--- config.mk ---
export PLATFORM = sky130hd
export DESIGN_NAME = mem_port_arbiter
export DESIGN_NICKNAME = d
export VERILOG_FILES = /design/src/rtl/mem_port_arbiter.sv
export SDC_FILE = /design/constraint.sdc
export NUM_CORES = 1
export LEC_CHECK = 0
export BUFFER_PORTS_ARGS = -buffer_cell sky130_fd_sc_hd__buf_2
export CORE_MARGIN = 2
export CORE_UTILIZATION = 46
export CTS_CLUSTER_DIAMETER = 40
export DETAILED_ROUTE_END_ITERATION = 8
export PLACE_DENSITY_LB_ADDON = 0.08
export SLEW_MARGIN = 20
export SYNTH_ARGS = -nofsm -noshare
export SYNTH_HDL_FRONTEND = slang
export SYNTH_SLANG_ARGS = --single-unit
--- constraint.sdc ---
create_clock -name clk -period 2.8 [get_ports clk]
set_clock_uncertainty 0.15 [all_clocks]
set_input_delay 0.14 -clock clk [delete_from_list [all_inputs] [get_ports clk]]
set_output_delay 0.14 -clock clk [all_outputs]
set_load 0.01 [all_outputs]
--- src/rtl/mem_port_arbiter.sv ---
// Arbitrates a single-ported memory between instruction fetch and data access,
// with data priority bounded by a streak limit and a watchdog on missing acks.
module mem_port_arbiter #(
    parameter int ADDR_W       = 32,
    parameter int DATA_W       = 32,
    parameter int TIMEOUT      = 15,
    parameter int MAX_D_STREAK = 4
) (
    input  logic                clk,
    input  logic                reset,
    input  logic                i_req,
    input  logic [ADDR_W-1:0]   i_addr,
    output logic                i_valid,
    output logic [DATA_W-1:0]   i_rdata,
    input  logic                d_req,
    input  logic                d_we,
    input  logic [ADDR_W-1:0]   d_addr,
    input  logic [DATA_W-1:0]   d_wdata,
    input  logic [DATA_W/8-1:0] d_be,
    output logic                d_valid,
    output logic [DATA_W-1:0]   d_rdata,
    output logic                err,
    output logic                stall_if,
    output logic                stall_mem,
    output logic                mem_req,
    output logic                mem_we,
    output logic [ADDR_W-1:0]   mem_addr,
    output logic [DATA_W-1:0]   mem_wdata,
    output logic [DATA_W/8-1:0] mem_be,
    input  logic [DATA_W-1:0]   mem_rdata,
    input  logic                mem_ack
);

    localparam int BE_W  = DATA_W / 8;
    localparam int CNT_W = $clog2(TIMEOUT + 1);
    localparam int STK_W = $clog2(MAX_D_STREAK + 1);

    typedef enum logic [1:0] {
        IDLE  = 2'd0,
        GNT_I = 2'd1,
        GNT_D = 2'd2,
        DONE  = 2'd3
    } state_t;

    state_t             state_r;
    logic [CNT_W-1:0]   wait_cnt_r;
    logic [STK_W-1:0]   d_streak_r;
    logic               pick_d_s;
    logic               timeout_s;

    // Data wins unless fetch has been waiting through a full streak of data grants.
    assign pick_d_s  = d_req & (~i_req | (d_streak_r < STK_W'(MAX_D_STREAK)));
    assign timeout_s = (wait_cnt_r == CNT_W'(TIMEOUT - 1));
    assign stall_if  = i_req & ~i_valid;
    assign stall_mem = d_req & ~d_valid;

    // Grant FSM, memory request fields, watchdog, streak counter and responses.
    always_ff @(posedge clk) begin
        if (reset) begin
            state_r    <= IDLE;
            wait_cnt_r <= {CNT_W{1'b0}};
            d_streak_r <= {STK_W{1'b0}};
            mem_req    <= 1'b0;
            mem_we     <= 1'b0;
            mem_addr   <= {ADDR_W{1'b0}};
            mem_wdata  <= {DATA_W{1'b0}};
            mem_be     <= {BE_W{1'b0}};
            i_valid    <= 1'b0;
            d_valid    <= 1'b0;
            err        <= 1'b0;
            i_rdata    <= {DATA_W{1'b0}};
            d_rdata    <= {DATA_W{1'b0}};
        end else begin
            i_valid <= 1'b0;
            d_valid <= 1'b0;
            err     <= 1'b0;
            case (state_r)
                IDLE: begin
                    if (pick_d_s) begin
                        state_r    <= GNT_D;
                        mem_req    <= 1'b1;
                        mem_we     <= d_we;
                        mem_addr   <= d_addr;
                        mem_wdata  <= d_wdata;
                        mem_be     <= d_be;
                        wait_cnt_r <= {CNT_W{1'b0}};
                        if (i_req && (d_streak_r < STK_W'(MAX_D_STREAK))) begin
                            d_streak_r <= d_streak_r + STK_W'(1);
                        end else if (i_req) begin
                            d_streak_r <= d_streak_r;
                        end else begin
                            d_streak_r <= {STK_W{1'b0}};
                        end
                    end else if (i_req) begin
                        state_r    <= GNT_I;
                        mem_req    <= 1'b1;
                        mem_we     <= 1'b0;
                        mem_addr   <= i_addr;
                        mem_be     <= {BE_W{1'b1}};
                        wait_cnt_r <= {CNT_W{1'b0}};
                        d_streak_r <= {STK_W{1'b0}};
                    end else begin
                        state_r <= IDLE;
                    end
                end
                GNT_I, GNT_D: begin
                    // An ack arriving on the watchdog's last cycle still counts as success.
                    if (mem_ack || timeout_s) begin
                        state_r <= DONE;
                        mem_req <= 1'b0;
                        err     <= ~mem_ack;
                        if (state_r == GNT_D) begin
                            d_valid <= 1'b1;
                            d_rdata <= mem_ack ? mem_rdata : {DATA_W{1'b0}};
                        end else begin
                            i_valid <= 1'b1;
                            i_rdata <= mem_ack ? mem_rdata : {DATA_W{1'b0}};
                        end
                    end else begin
                        wait_cnt_r <= wait_cnt_r + CNT_W'(1);
                    end
                end
                DONE: begin
                    state_r <= IDLE;
                end
                default: begin
                    state_r <= IDLE;
                end
            endcase
        end
    end

endmodule
* Yosys cells after proc, flatten, opt, wreduce, memory -nomap -nowiden
Cells that the tools add are included.
Cells by class: add/sub/neg operators 2, multiply operators 0, divide/modulo/power cells 0, order comparisons 1, eq/ne operators 8, shifts and indexed selects 0, multiplexer cells 25, bitwise gates (word level) 11, reduce and logical (&&, ||, !) cells 14
Operator list (number):
- $mux W32 | 3
- $mux W4 | 5
- $reduce_and A3 Y1 | 5
- $mux W3 | 4
- $mux W1 | 8
- $pmux W4 S2 | 1
- $not A1 Y1 | 7
- $pmux W2 S3 | 1
- $add A4 B1 Y4 const B | 1
- $eq A2 B2 Y1 const B | 2
- $eq A4 B4 Y1 const B | 1
- $mux W2 | 2
- $ne A2 B2 Y1 const B | 2
- $reduce_and A2 Y1 | 2
- $reduce_bool A2 Y1 | 2
- $add A3 B1 Y3 const B | 1
- $and A1 B1 Y1 | 3
- $lt A3 B3 Y1 const B | 1
- $ne A3 B2 Y1 const B | 1
- $ne A3 B3 Y1 const B | 1
- $reduce_or A3 Y1 | 1
- $eq A2 B1 Y1 const B | 1
- $logic_not A2 Y1 | 1
- $pmux W1 S2 | 1
- 4 further kinds | 4
Storage, ports and cells: register bits 146, latch bits 0, RAM bits 0, memory bits (read-only) 0, bits of input ports 138, output and inout bits 139, word-level logic and storage cells 74, memories 0

* Depth between registers and ports, before layout
word-level depth 5, gate-level depth with buffers 8, depth with buffers taken out 6

* Worst setup path before layout
OpenSTA, ideal clock, no wires.
path kind register to register, start point register wait_cnt_r[0], end point register wait_cnt_r[3], setup time 0.083 ns, arrival time 1.762 ns, data required time 2.567 ns, setup slack 0.806 ns, cell stages (with the launch flop) 7, path buffers 0, period minus slack after synthesis 1.994 ns, path through dfxtp_1 inv_1 ha_1 a31o_4 or4_4 or3_1 o221ai_1
Between the ends: cells in the longest elaborated chain, start to end 4
Ends and longest elaborated chain:
- from (decl) | RTL line 46 | logic [CNT_W-1:0] wait_cnt_r;
- from (signal assigned) | RTL line 61 | wait_cnt_r <= {CNT_W{1'b0}};
- from (signal assigned) | RTL line 86 | wait_cnt_r <= {CNT_W{1'b0}};
- from (signal assigned) | RTL line 100 | wait_cnt_r <= {CNT_W{1'b0}};
- branches (longest 4 deep; another with $add A4 B1 Y4)
Parallel ways; which one is timed is not known. The select of a mux whose other input is x is not followed. A chain may end at the register's enable or synchronous reset.

* Final worst setup path
start point input port i_req, end point register mem_addr[0]
Between the ends: cells in the longest elaborated chain, start to end 5
Ends and longest elaborated chain:
- from (decl) | RTL line 11 | input logic i_req,
- $not A1 Y1 | RTL line 52 | assign pick_d_s = d_req & (~i_req | (d_streak_r < STK_W'(MAX_D_STREAK)));
- $or A1 B1 Y1 | RTL line 52
- $and A1 B1 Y1 | RTL line 52
- $reduce_bool A2 Y1 (no source line)
- $reduce_and A2 Y1 (no source line)
- to (signal assigned) | RTL line 65 | mem_addr <= {ADDR_W{1'b0}};
- to (signal assigned) | RTL line 83 | mem_addr <= d_addr;
- to (signal assigned) | RTL line 98 | mem_addr <= i_addr;
- to (decl) | RTL line 27 | output logic [ADDR_W-1:0] mem_addr,
Parallel ways exist; a longest one is shown, timed or not.

==> impl_metrics.json <==
{
  "synth.distinct_cells": 34,
  "place_congestion": 0.856,
  "tightestPinTransition_ns": 0.654,
  "post-route-min-period_ns": 2.49,
  "cts_made_buffers": 17,
  "power_frac_seq_pct": 37.1,
  "via_per_inst": 5.19,
  "synth_area_leaders": "dfxtp_1 52%, a21oi_1 9.0%, nand2_1 8.9%",
  "hold_viol": 0,
  "p_int_uw": 4670,
  "post_cts_buffers": 0,
  "relSlewSlack_pct": 56.4,
  "synthesis.nets": 815,
  "wl_per_cell_um": 15.6,
  "min_period_over_period_pct": 89.0,
  "grt_pass1_vias": 6234,
  "overflow": 0,
  "die_y_um": 115,
  "cts.clk_slew.worst_paths_ns": 0.06,
  "fin_cells": 1212,
  "synth_warnings": 0,
  "drt_iter0_markers": 498,
  "crit_chain": "dlygate4sd3_1 -> buf_2 -> a21boi_4 -> buf_4 -> mux2i_1 -> dlygate4sd3_1 -> a211oi_1",
  "fp.dieArea_um2": 13200,
  "drt-total-wl_mm": 18.9,
  "diodes": 0,
  "grt_max_degree": 65,
  "grt_usage_pct": 27.9,
  "crit_arrival_ns": 2.64,
  "status": "finished clean",
  "drc_errors": 0,
  "cpMostUsedCell": "dlygate4sd3_1",
  "io_pins": 277,
  "cp_max_fo": 32,
  "p_sw_share_pct": 36.0,
  "drv_cap": 0,
  "p_clk_share_pct": 27.5,
  "drv_slew": 0,
  "synth-edff-count": 0,
  "synth_xor_area_share_pct": 0,
  "area_growth_pct": 58.6,
  "ys_seq_area_share_pct": 51.7,
  "cts_root_buf": "clkbuf_16",
  "antenna_found_initial": 0,
  "initial_core_util_pct": 47.1,
  "grt_pass1_wl_mm": 29.4,
  "dr.pass1.iters": 5,
  "fin_ws_ns": 0.307,
  "p_leak_uw": 0.00411,
  "synthMuxAreaShare_pct": 5.84,
  "clk_latency_ns": 0.41,
  "pre_cts_slack_ns": 0.656,
  "p_switching_uw": 2630,
  "synthesis.area_um2": 5660,
  "async_reset_ff_share_pct": 0,
  "critPathRequiredTime_ns": 2.94,
  "synth.most_common_cell": "dfxtp_1",
  "cp-start-kind": "input port",
  "dp_hpwl_mm": 11.3,
  "worst_ir_drop_vdd_v": 0.000484,
  "cts_max_path_buffers": 2,
  "netlist_instances": 671,
  "vias": 6294,
  "synth_top_cell_by_area": "dfxtp_1",
  "rows": 40,
  "crit_slowest_cell": "dlygate4sd3_1",
  "dp.cells": 1047,
  "antenna_left": 0,
  "hold_class": "in -> reg",
  "cts_tree": "built",
  "yosys-top-cells-count": "146 x dfxtp_1, 134 x nand2_1, 102 x a21oi_1",
  "drive_gt1_share_pct": 30.2,
  "clock_sinks": 146,
  "power.density_nw_per_um2": 813,
  "synth_top_family_by_area": "simple AND/OR/NAND/NOR gates",
  "synthFlopType": "dfxtp_1",
  "numPortBuffers": 276,
  "synth_area_per_cell_um2": 8.43,
  "ys_ff_latch": 146,
  "p_comb_share_pct": 35.5,
  "synth_fa_ha_area_share_pct": 1.33,
  "r2r_slack_ns": 0.41,
  "endpoint_kind": "flip-flop",
  "rsz0062_at_grt": "no",
  "ctsResizeCount": 0,
  "path_class": "in -> reg",
  "cp_slowest_stage_delay_ns": 0.59,
  "utilization_pct": 74.7,
  "timing.fmax_mhz": 401,
  "nNetsFinal": 1197,
  "die_w_um": 115,
  "core-area_um2": 12000,
  "synth_top_area_share_pct": 51.7,
  "setup_viol": 0,
  "synth_compound_area_share_pct": 15.3,
  "synthSimpleGateAreaFrac_pct": 21.1,
  "h-tree-depth": 4,
  "setup_tns_ns": 0
}
cell type report:
type / count / area, µm²
repair buffers: 423 / 2840
fillers: 871 / 3040
clock inverters: 6 / 30.0
clock buffers: 25 / 495
flip-flops and latches: 146 / 2920
well taps: 147 / 184
inverters: 7 / 26.3
multi-input cells: 458 / 2480
power groups by stage:
| stage | clock (µW) | sequential, µW | combinational, µW |
|---|---|---|---|
| 6_report | 2010 | 2700 | 2590 |
| 4_1_cts | 2050 | 2690 | 2520 |
| 3_5_place_dp | 0 | 2730 | 2360 |
| 5_1_grt | 2150 | 2740 | 2840 |
| 2_1_floorplan | 0 | 2900 | 1320 |
| 3_3_place_gp | 0 | 2710 | 2300 |
stage by stage:
stage	hold WS, ns	power, µW	instance area (µm²)
floorplan	0.126	4220	5660
global placement	0.230	5010	7110
detailed placement	0.236	5090	7110
CTS	0.0245	7260	8970
global route	0.0475	7740	8970
finish	0.0539	7300	8970
what timing repair did:
action	CTS	global route
endpoints found under the setup margin	0	0
hold buffers	134	0
hold endpoints to repair	134	0
cell families after synthesis:
logic type | count (synthesis)
compound gates | 149
buf+inv | 67
flops | 146
mux | 33
fa+ha+maj | 6
simple gates | 270
placed cells by master, fill, tap and decap left out, types with 2 or more instances in the layout:
cell,Yosys,routed
buf_2,10,275
dfxtp_1,146,146
nand2_1,134,134
dlygate4sd3_1,0,134
a21oi_1,102,102
nor2_1,50,50
nand3_1,35,35
mux2i_1,33,33
a211oi_1,32,32
nand4_1,32,32
clkbuf_16,0,17
buf_4,3,13
inv_1,7,7
nor3_1,7,7
ha_1,6,6
clkinv_2,0,6
clkbuf_1,46,4
clkbuf_8,0,4
o21ai_0,3,3
nor2b_1,2,2
a31oi_1,2,2
or3_1,2,2
nor3b_1,2,2
o21bai_1,2,2
a22oi_1,2,2
final timing paths:
kind / startpoint / endpoint / depth (start not counted)
min: reset / i_rdata[26] / 2
max reg2reg: d_streak_r[2] / mem_addr[0] / 5
max: i_req / mem_addr[0] / 7
min reg2reg: i_rdata[9] / i_rdata[9] / 2
sequential cells by signal (all words and copies together) (netlist names):
signal / flops
wait_cnt_r: 4
i_rdata: 32
d_valid: 1
d_rdata: 32
mem_be: 4
mem_req: 1
mem_we: 1
i_valid: 1
state_r: 2
d_streak_r: 3
err: 1
mem_wdata: 32
mem_addr: 32
metal layers:
metal | GRT usage [%] | wire [µm]
met5 | 0 | 0
met3 | 7.06 | 1250
met2 | 49.8 | 9700
met1 | 31.9 | 7520
met4 | 11.3 | 425
critical path: cells and delay by family:
family | cells | cell delay (ns)
buffers and inverters | 4 | 1.80
AO/OA/AOI/OAI | 2 | 0.52
multiplexers | 1 | 0.15
No activity file was read; power rests on OpenSTA's default activity.
